<file path="src/rtl/id_ex_stage.sv">
// ID/EX pipeline register feeding the ALU.
// Holds one decoded entry (operands, immediate select, ALU opcode, rd info)
// behind a valid/ready handshake on both sides, with a synchronous flush.
// Build option: define SIGMA_FWD_EN to forward EX/MEM and MEM/WB results onto
// the operand outputs. Without it, the stage stalls decode on read-after-write
// hazards instead.
module id_ex_stage #(
  parameter int XLEN       = 32,
  parameter int REG_ADDR_W = 5
) (
  input  logic                  clk,
  input  logic                  rst_n,
  input  logic                  flush,
  input  logic                  in_valid,
  output logic                  in_ready,
  input  logic [REG_ADDR_W-1:0] in_rs1_addr,
  input  logic [REG_ADDR_W-1:0] in_rs2_addr,
  input  logic [XLEN-1:0]       in_rs1_data,
  input  logic [XLEN-1:0]       in_rs2_data,
  input  logic [XLEN-1:0]       in_imm,
  input  logic                  in_use_imm,
  input  logic [3:0]            in_alu_op,
  input  logic [REG_ADDR_W-1:0] in_rd_addr,
  input  logic                  in_reg_write,
  input  logic [REG_ADDR_W-1:0] exmem_rd_addr,
  input  logic                  exmem_reg_write,
  input  logic [XLEN-1:0]       exmem_result,
  input  logic [REG_ADDR_W-1:0] memwb_rd_addr,
  input  logic                  memwb_reg_write,
  input  logic [XLEN-1:0]       memwb_result,
  output logic                  out_valid,
  input  logic                  out_ready,
  output logic [XLEN-1:0]       operand1,
  output logic [XLEN-1:0]       operand2,
  output logic [3:0]            alu_op,
  output logic [REG_ADDR_W-1:0] out_rd_addr,
  output logic                  out_reg_write
);

  // Held entry
  logic                  valid_q,     valid_d;
  logic [XLEN-1:0]       rs1_data_q,  rs1_data_d;
  logic [XLEN-1:0]       rs2_data_q,  rs2_data_d;
  logic [XLEN-1:0]       imm_q,       imm_d;
  logic                  use_imm_q,   use_imm_d;
  logic [3:0]            alu_op_q,    alu_op_d;
  logic [REG_ADDR_W-1:0] rd_addr_q,   rd_addr_d;
  logic                  reg_write_q, reg_write_d;

  logic hazard_stall;
  logic accept;
  logic consume;

`ifdef SIGMA_FWD_EN
  // Source indices are only kept when they are needed for forwarding.
  logic [REG_ADDR_W-1:0] rs1_addr_q, rs1_addr_d;
  logic [REG_ADDR_W-1:0] rs2_addr_q, rs2_addr_d;

  // Youngest producer wins: EX/MEM before MEM/WB, x0 never forwarded.
  function automatic logic [XLEN-1:0] fwd_value(
    input logic [REG_ADDR_W-1:0] rs,
    input logic [XLEN-1:0]       reg_data,
    input logic [REG_ADDR_W-1:0] ex_rd,
    input logic                  ex_we,
    input logic [XLEN-1:0]       ex_res,
    input logic [REG_ADDR_W-1:0] wb_rd,
    input logic                  wb_we,
    input logic [XLEN-1:0]       wb_res
  );
    logic [XLEN-1:0] v;
    v = reg_data;
    if (rs != '0) begin
      if (ex_we && (ex_rd == rs))      v = ex_res;
      else if (wb_we && (wb_rd == rs)) v = wb_res;
    end
    return v;
  endfunction

  assign hazard_stall = 1'b0;

  // Forwarded operands; immediate bypasses forwarding on operand2.
  always_comb begin
    operand1 = fwd_value(rs1_addr_q, rs1_data_q, exmem_rd_addr, exmem_reg_write,
                         exmem_result, memwb_rd_addr, memwb_reg_write, memwb_result);
    operand2 = use_imm_q ? imm_q
             : fwd_value(rs2_addr_q, rs2_data_q, exmem_rd_addr, exmem_reg_write,
                         exmem_result, memwb_rd_addr, memwb_reg_write, memwb_result);
  end
`else
  // A nonzero source is blocked while any in-flight writer targets it.
  function automatic logic src_busy(
    input logic [REG_ADDR_W-1:0] rs,
    input logic                  held_we,
    input logic [REG_ADDR_W-1:0] held_rd,
    input logic [REG_ADDR_W-1:0] ex_rd,
    input logic                  ex_we,
    input logic [REG_ADDR_W-1:0] wb_rd,
    input logic                  wb_we
  );
    return (rs != '0) &&
           ((held_we && (held_rd == rs)) ||
            (ex_we   && (ex_rd   == rs)) ||
            (wb_we   && (wb_rd   == rs)));
  endfunction

  // Stall decode on a read-after-write dependency that cannot be forwarded.
  always_comb begin
    hazard_stall = in_valid &&
      (src_busy(in_rs1_addr, valid_q && reg_write_q, rd_addr_q,
                exmem_rd_addr, exmem_reg_write, memwb_rd_addr, memwb_reg_write) ||
       (!in_use_imm &&
        src_busy(in_rs2_addr, valid_q && reg_write_q, rd_addr_q,
                 exmem_rd_addr, exmem_reg_write, memwb_rd_addr, memwb_reg_write)));
  end

  // Operands come straight from the registered regfile data.
  always_comb begin
    operand1 = rs1_data_q;
    operand2 = use_imm_q ? imm_q : rs2_data_q;
  end

  // Result buses are only meaningful when forwarding is built in.
  logic unused_ok;
  assign unused_ok = ^{exmem_result, memwb_result};
`endif

  assign in_ready      = !flush && (!valid_q || out_ready) && !hazard_stall;
  assign accept        = in_valid && in_ready;
  assign consume       = valid_q && out_ready;

  assign out_valid     = valid_q;
  assign alu_op        = alu_op_q;
  assign out_rd_addr   = rd_addr_q;
  assign out_reg_write = reg_write_q;

  // Next-state: flush kills, accept captures, consume empties, otherwise hold.
  always_comb begin
    valid_d     = valid_q;
    rs1_data_d  = rs1_data_q;
    rs2_data_d  = rs2_data_q;
    imm_d       = imm_q;
    use_imm_d   = use_imm_q;
    alu_op_d    = alu_op_q;
    rd_addr_d   = rd_addr_q;
    reg_write_d = reg_write_q;
`ifdef SIGMA_FWD_EN
    rs1_addr_d  = rs1_addr_q;
    rs2_addr_d  = rs2_addr_q;
`endif
    if (flush) begin
      valid_d = 1'b0;
    end else if (accept) begin
      valid_d     = 1'b1;
      rs1_data_d  = in_rs1_data;
      rs2_data_d  = in_rs2_data;
      imm_d       = in_imm;
      use_imm_d   = in_use_imm;
      alu_op_d    = in_alu_op;
      rd_addr_d   = in_rd_addr;
      reg_write_d = in_reg_write;
`ifdef SIGMA_FWD_EN
      rs1_addr_d  = in_rs1_addr;
      rs2_addr_d  = in_rs2_addr;
`endif
    end else if (consume) begin
      valid_d = 1'b0;
    end
  end

  // Entry registers with asynchronous clear.
  always_ff @(posedge clk or negedge rst_n) begin
    if (!rst_n) begin
      valid_q     <= 1'b0;
      rs1_data_q  <= '0;
      rs2_data_q  <= '0;
      imm_q       <= '0;
      use_imm_q   <= 1'b0;
      alu_op_q    <= '0;
      rd_addr_q   <= '0;
      reg_write_q <= 1'b0;
`ifdef SIGMA_FWD_EN
      rs1_addr_q  <= '0;
      rs2_addr_q  <= '0;
`endif
    end else begin
      valid_q     <= valid_d;
      rs1_data_q  <= rs1_data_d;
      rs2_data_q  <= rs2_data_d;
      imm_q       <= imm_d;
      use_imm_q   <= use_imm_d;
      alu_op_q    <= alu_op_d;
      rd_addr_q   <= rd_addr_d;
      reg_write_q <= reg_write_d;
`ifdef SIGMA_FWD_EN
      rs1_addr_q  <= rs1_addr_d;
      rs2_addr_q  <= rs2_addr_d;
`endif
    end
  end

endmodule

</file>
<file path="config.mk">
export PLATFORM = sky130hd
export DESIGN_NAME = id_ex_stage
export DESIGN_NICKNAME = d
export VERILOG_FILES = /design/src/rtl/id_ex_stage.sv
export SDC_FILE = /design/constraint.sdc
export NUM_CORES = 1
export LEC_CHECK = 0
export ABC_AREA = 0
export CELL_PAD_IN_SITES_DETAIL_PLACEMENT = 0
export CELL_PAD_IN_SITES_GLOBAL_PLACEMENT = 2
export CORE_MARGIN = 2
export CORE_UTILIZATION = 24
export DETAILED_ROUTE_END_ITERATION = 7
export PLACE_DENSITY = 0.91
export SLEW_MARGIN = 0
export SYNTH_ARGS = -nofsm -noshare
export SYNTH_HDL_FRONTEND = slang
export SYNTH_SLANG_ARGS = --single-unit
</file>
<file path="constraint.sdc">
create_clock -name clk -period 2.65 [get_ports clk]
set_clock_uncertainty 0.1 [all_clocks]
set_input_delay 0.53 -clock clk [delete_from_list [all_inputs] [get_ports clk]]
set_output_delay 0.53 -clock clk [all_outputs]
set_load 0.1 [all_outputs]
</file>
==> run summary, run 1 <==
The path class of the tightest hold or removal check is reg2reg. Among cell families on the critical path, the largest total delay comes from simple AND/OR/NAND/NOR gates. The total number of vias came out at 3513.

The mux contribution to synthesized area came out at 0.3420. The final worst slack is -0.08997 ns. The basic-gate share of the synthesized area counting and, or, nand and nor cells came out at 0.02984. The final reports fail on setup timing. The worst hold path cell count came out at 1. The pin count of the biggest net entering global routing is 66. The die is 147.0 um tall.

After layout, the design draws a total of 7.565 mW. The actual transition at the worst max-transition pin came out at 0.4074 ns. The highest-delay cell along the critical path is or4_4. The total die area is 21600 um^2. The start point of the worst min-delay path is imm_q[24]$_DFFE_PN0P_. After synthesis, the largest family of logic cells by area is multiplexers. The number of cells produced by synthesis is 321. The smallest clock period supported by the final layout is computed as 2.740 ns.

The total of warnings raised by yosys came out at 0. The number of pins with negative max-slew slack in the final report came out at 0. Of the cells placed in the final design, the portion with a size suffix greater than 1 is 0.5141.

The overall routed net length came out at 13620 um. The share of Yosys cell area claimed by the top area cell type is 0.5509. The number of global-route vias before repair is 4015.

Counting buffers and inverters, the worst setup path is 9 cells deep. The pre-CTS worst setup slack is -0.6080 ns. The area added between synthesis and finish came out at 67.79%. After clock tree synthesis, the clock-pin slew on the worst setup and hold paths is 0.07 ns.

The wire-length estimate of the detail-placed layout is 10020 um. The area of the core came out at 20170 um^2. The total number of H-tree levels is 3. Leaving out fill and tap cells, the most frequent cell in the layout is clkdlybuf4s50_1.

The adder and majority cell fraction of the synthesized area is 0. The final setup TNS is -0.08997 ns. After detailed routing, the number of remaining DRC violations is 0. The internal reg-to-reg setup slack is 0.23 ns.

The end of the worst register-to-register path is rs2_data_q[26]$_DFFE_PN0P_. Setup violations remaining at the end of the flow were counted as 1. The path with the worst hold slack has its endpoint at imm_q[24]$_DFFE_PN0P_. The mapped netlist covers 4906 um^2. The xor/xnor share of the synthesized area came out at 0.05356. In this run the horizontal extent of the chip is 147.0 um.

For the worst setup path, the data arrival time is 2.11 ns. The initial detailed-routing violation count came out at 78. The number of iterations in the first detailed-routing pass is 4.

The routed wire length per instance is 16.26 um. The largest single stage delay on the critical path is 0.54 ns. The leakage power total is 3.566 nW.

The initial antenna violation count came out at 0. Counting every net in the synthesized netlist gives 519. Of the synthesized area, sequential elements account for 0.5509. After detailed placement, the design holds a cell count of 813. The library cells used most frequently in the layout, excluding fill and tap cells, are clkdlybuf4s50_1, mux2_2, dfrtp_1. STA classifies the critical path endpoint as an output pin. The kind of launch point of the worst setup path is an input port.

The number of placement rows is 52. The hold violation count in the final report is 0. Static timing analysis puts the maximum clock frequency at 365.0 MHz. The worst-case clock buffer depth is 2. Global routing finished with a remaining overflow of 0. The biggest area contributor in the post-synthesis netlist is dfrtp_1. The worst supply voltage drop on vdd came out at 0.4446 mV.

The largest fanout on the critical path is 3. After the last flow step, the layout net total stands at 761. The total CTS buffers came out at 9. The headroom to the max-slew limit came out at 0.7284. The number of max-cap violations is 0. The number of sinks driven by the clock tree is 108. The final weighted congestion of routability-driven global placement is 0.8559. After synthesis, the cell types taking the most area are dfrtp_1, mux2_2, mux2_4. The number of port buffers is 209. The clock latency at the later pin of the worst-skew pair came out at 0.34 ns. The final cell count without fillers came out at 838.

The run finished, with violations left. The post-route core utilization came out at 0.4081. TritonCTS built the clock tree.

The most numerous cell type found on the critical path is nor3_2. The wire length of the first global-routing pass came out at 21420 um. The ratio of final minimum period to clock period is 1.034. The buffer and inverter count on the worst path is 3. The depth of the worst register-to-register path came out at 10. The netlist uses 24 different library cells.

The mean cell area of the mapped netlist is 15.28 um^2. The required arrival time at the worst endpoint came out at 2.02 ns. The critical path in this run is classified as in2out. The compound-gate portion of the synthesized area was 0.005101. The via-per-instance ratio is 4.192. The startpoint identified for the worst register-to-register timing path is out_rd_addr[0]$_DFFE_PN0P_. The post-place instance area is 7769 um^2.

The tree is rooted in a clkbuf_16. The finished layout cell area is 8232 um^2. Across every metal layer, demand over resource in global routing totals 0.1257. 0 antenna diodes ended up in the layout. The number of top-level design ports came out at 274. Setup repair after global routing could not meet its margin everywhere. The number of synthesized register bits came out at 108. In this run the remaining antenna-violating nets after routing total 0. The tightest hold margin came out at 0.4054 ns. The initial cell density of the core is 0.2432. Walking the worst path, the cells encountered are buf_6 > or4_4 > nor2_4 > nor3_2 > nor3_2 > buf_4 > nand2_4 > a21boi_4 > buf_12. The power per cell area came out at 919.1 nW/um^2.
[layout make-up]
type	count	area [um^2]
clock inverter	6	48.80
sequential	108	2710
timing repair buffer	246	2709
tap	270	337.8
fill	1881	11940
clock buffer	10	239.0
multi-input combinational	198	2187
[worst max path at each step]
stage,from,end,slack (ns)
after floorplan,in_rs1_addr[1],in_ready,-0.19
after global placement,in_rs2_addr[0],operand1[11]$_DFFE_PN0P_,-0.58
after detailed placement,in_rs2_addr[0],out_rd_addr[3]$_DFFE_PN0P_,-0.61
after CTS,in_rs1_addr[4],in_ready,-0.07
after global routing,in_rs1_addr[2],in_ready,-0.15
final,in_rs1_addr[4],in_ready,-0.09
[flip-flops by register name, summed over array words and instances (netlist names)]
signal,cells
use_imm_q,1
out_rd_addr,5
operand1,32
out_reg_write,1
imm_q,32
alu_op,4
out_valid,1
rs2_data_q,32
[synthesized netlist by cell type]
master / number
a21boi_0: 1
a21oi_1: 2
and3_1: 2
buf_1: 3
buf_2: 4
buf_6: 4
clkbuf_1: 4
dfrtp_1: 108
mux2_2: 109
mux2_4: 30
nand2_1: 4
nand2b_1: 1
nand3_1: 1
nand4_1: 4
nand4_2: 1
nor2_1: 2
nor2b_1: 1
nor3_1: 4
nor3_2: 1
nor4_1: 3
o31ai_1: 1
or4_1: 1
xnor2_1: 20
xor2_1: 10
[worst reg2reg max path: stages, from the launching register on]
cell	delay [ns]
dfrtp_2	0.44
xnor2_1	0.17
nand4_1	0.14
nor3_1	0.25
o31ai_2	0.10
buf_4	0.15
buf_4	0.14
nand4_4	0.12
buf_12	0.15
buf_4	0.19
mux2_2	0.35
[power breakdown]
| group | internal (mW) | total (mW) | switching [mW] |
|---|---|---|---|
| clock network | 0.672 | 1.29 | 0.622 |
| registers | 1.98 | 2.18 | 0.207 |
| logic | 1.46 | 4.09 | 2.63 |
| total | 4.11 | 7.57 | 3.45 |
[kinds of logic (layout without fill, tap and decap cells)]
family          count (synthesis)  in the layout
mux                           139            139
xor+xnor                       30             30
compound gates                  4              4
buf+inv                        15            262
simple gates                   25             25
flops                         108            108
[routing by layer]
metal	share of wire	vias up	wire length, um	global-route usage
met5	0	-	0	0
met1	0.41	1749	5528	0.1489
li1	-	1625	-	-
met4	0.014	0	185	0.03558
met3	0.077	13	1052	0.04596
met2	0.50	126	6857	0.2153
[timing repair]
item                                    4_1_cts  5_1_grt
gates cloned                                  0        3
endpoints found under the hold margin        12        0
pin swaps                                     8        0
gates resized for setup                      44        6
setup buffers                                 3        2
endpoints found under the setup margin      108       54
hold buffers                                  1        0
No activity file was read; power rests on OpenSTA's default activity.
==> run 2: changes to the inputs <==
Settings changed: CORE_MARGIN 2 to 1.
==> run 2 against run 1 <==
  * The run still ends with setup timing left
  * Register-to-register slack lost 0.05 ns
  * Total power shrank 0.51%
  * Sequential share of layout area grew 0.28 points
  * Clock power is essentially flat
  * Hold slack lost 0.37 ns
  * Fmax grew 1.5%
  * Cell count shrank 1.1%
  * Clock-buffer cell count grew 1
  * Final area shrank 0.85%
  * Wire length shrank 2.5%
  * Critical path depth shrank 1
==> run summary, run 2 (synthesis gave the netlist of run 1 again) <==
The initial antenna violation count is 0. In this run the worst hold path is classified as in2async. The clock tree synthesis step divided the H-tree into 3 levels. The CTS root buffer is clkbuf_16.

The floorplan step defined a die boundary enclosing 21020 um^2. For this block, the initial DRC count from the detailed router was 73. The largest fanout on the critical path came out at 3. The routed design could run at a clock period as short as 2.700 ns. The endpoint arrival time on the critical path is 2.07 ns. The hold violation count in the final report was 0. The total CTS buffers is 9.

Wires add up to 13280 um. The final weighted congestion of routability-driven global placement came out at 0.9241. The headroom to the max-slew limit came out at 0.6751.

The clock latency at the later pin of the worst-skew pair came out at 0.34 ns. The number of global-route vias before repair is 3883. STA puts the critical path data required time at 2.02 ns. Final hold analysis gives a worst-case slack of 0.03421 ns. The die extent in x came out at 145.0 um. The area added between synthesis and finish is 66.36%. The worst-case clock buffer depth is 2. The final-report setup violation count came out at 1. The repair_antennas step left the layout with diodes totalling 0. The number of placement rows is 51. The number of pins with negative max-slew slack in the final report is 0.

Once placement finished, the instance area stood at 7820 um^2. The leakage power total came out at 3.539 nW. The library cells used most frequently in the layout, excluding fill and tap cells, are clkdlybuf4s50_1, mux2_2, dfrtp_1.

The post-route core utilization came out at 0.4139. In this run the tool buffered the top-level ports with 209 buffer cells. The final cell count without fillers is 829. The worst supply voltage drop on vdd is 0.4816 mV.

STA classifies the critical path startpoint as an input port. After legalization and detailed placement, the total HPWL measured 9996 um. Clock-pin slew was measured on the worst setup and hold paths at 0.07 ns. The all-layer global routing usage came out at 0.1299.

The ratio of final minimum period to clock period came out at 1.019. The final worst slack is -0.04971 ns. The wire length of the first global-routing pass is 21320 um. Clock tree synthesis found a total of 108 sinks.

The filler cells instantiated in the layout total 1811. The number of top-level design ports came out at 274. For the pin with the worst max-slew slack, the measured transition is 0.4874 ns. The post-route total power came out at 7.527 mW. The critical path in this run is classified as in2out.

The number of remaining DRC errors is 0. Setup repair after global routing could not meet its margin everywhere. The maximum clock frequency came out at 370.4 MHz.

Dividing the detail-routed wire length by the instance count gives 16.02 um. The die span in y came out at 145.0 um. The first detailed-routing pass ran for 4 iterations. Across all layers, the routed design uses 3457 vias. The layout net count came out at 757. The worst setup path is captured at an output pin. The power per cell area came out at 922.2 nW/um^2. The initial cell density of the core came out at 0.2488. The finished layout cell area came out at 8162 um^2. The library cell used most frequently in the layout, excluding fill and tap cells, is clkdlybuf4s50_1. The run finished, with violations left. The fraction of layout instances using a drive strength above 1 is 0.5142. The number of max-cap violations is 0. The antenna violation net count after detailed routing is 0. The via-per-instance ratio is 4.170.

The core region is 19720 um^2. Entering global routing, the biggest net connects 51 pins. The final reports fail on setup timing. Including well taps, the total number of placed cells is 809. Global routing finished with a remaining overflow of 0. TritonCTS built the clock tree.
[run 2: changes by cell type in the layout (fill, tap and decap cells not counted), sizes merged]
cell,previous run,this run
buf,114,115
clkbuf,13,12
clkdlybuf4s15,4,3
clkinv,3,2
dlygate4sd2,12,11
dlygate4sd3,1,0
[run 2: final timing paths]
kind | start | end | slack [ns] | depth (start not counted)
worst max-delay path | in_rs1_addr[1] | in_ready | -0.05 | 8
worst min-delay path | rst_n | imm_q[22]$_DFFE_PN0P_ | 0.03 | 1
worst max register to register | out_rd_addr[2]$_DFFE_PN0P_ | operand1[28]$_DFFE_PN0P_ | 0.18 | 11
worst min register to register | imm_q[2]$_DFFE_PN0P_ | imm_q[2]$_DFFE_PN0P_ | 0.40 | 1
max in group asynchronous | rst_n | out_rd_addr[1]$_DFFE_PN0P_ | 1.67 | 2
min in group clk | imm_q[2]$_DFFE_PN0P_ | imm_q[2]$_DFFE_PN0P_ | 0.40 | 1
[run 2: final cells by class]
class	count	area (um^2)	area share
sequential	108	2710	0.3321
timing repair buffer	242	2668	0.3268
multi-input combinational	198	2182	0.2674
tap	265	331.6	0.04063
clock buffer	11	232.7	0.02851
clock inverter	5	37.54	0.004599
[run 2: report_power, final]
group / switching (mW) / total, mW / internal, mW
logic: 2.63 / 4.09 / 1.46
clock network: 0.625 / 1.27 / 0.643
registers: 0.191 / 2.17 / 1.98
[run 2: layer usage]
layer / track usage / routed length [um] / vias to the layer above
met3: 0.03648 / 868 / 15
met2: 0.2180 / 6702 / 113
met1: 0.1532 / 5471 / 1709
met5: 0 / 0 / -
li1: - / - / 1620
met4: 0.05957 / 242 / 0
[run 2: critical path: stages]
cell and delay, ns:
buf_6 0.09, or4_4 0.54, nor2_4 0.16, nor3_2 0.06, nor3_2 0.25, nand2_2 0.10
a21boi_4 0.15, buf_12 0.19
[run 2: what timing repair did]
action | in CTS | in global routing
cloned | 0 | 1
pin swaps | 13 | 6
hold buffers | 0 | 0
setup buffers | 2 | 1
resized for setup | 49 | 6
endpoints found under the setup margin | 105 | 1
[run 2: metrics by stage]
step | TNS, ns | worst slack (ns)
finish | -0.04971 | -0.04971
global route | -0.1035 | -0.09138
CTS | -0.03758 | -0.03758
detailed placement | -49.07 | -0.5021
global placement | -47.16 | -0.4744
floorplan | -0.1903 | -0.1903
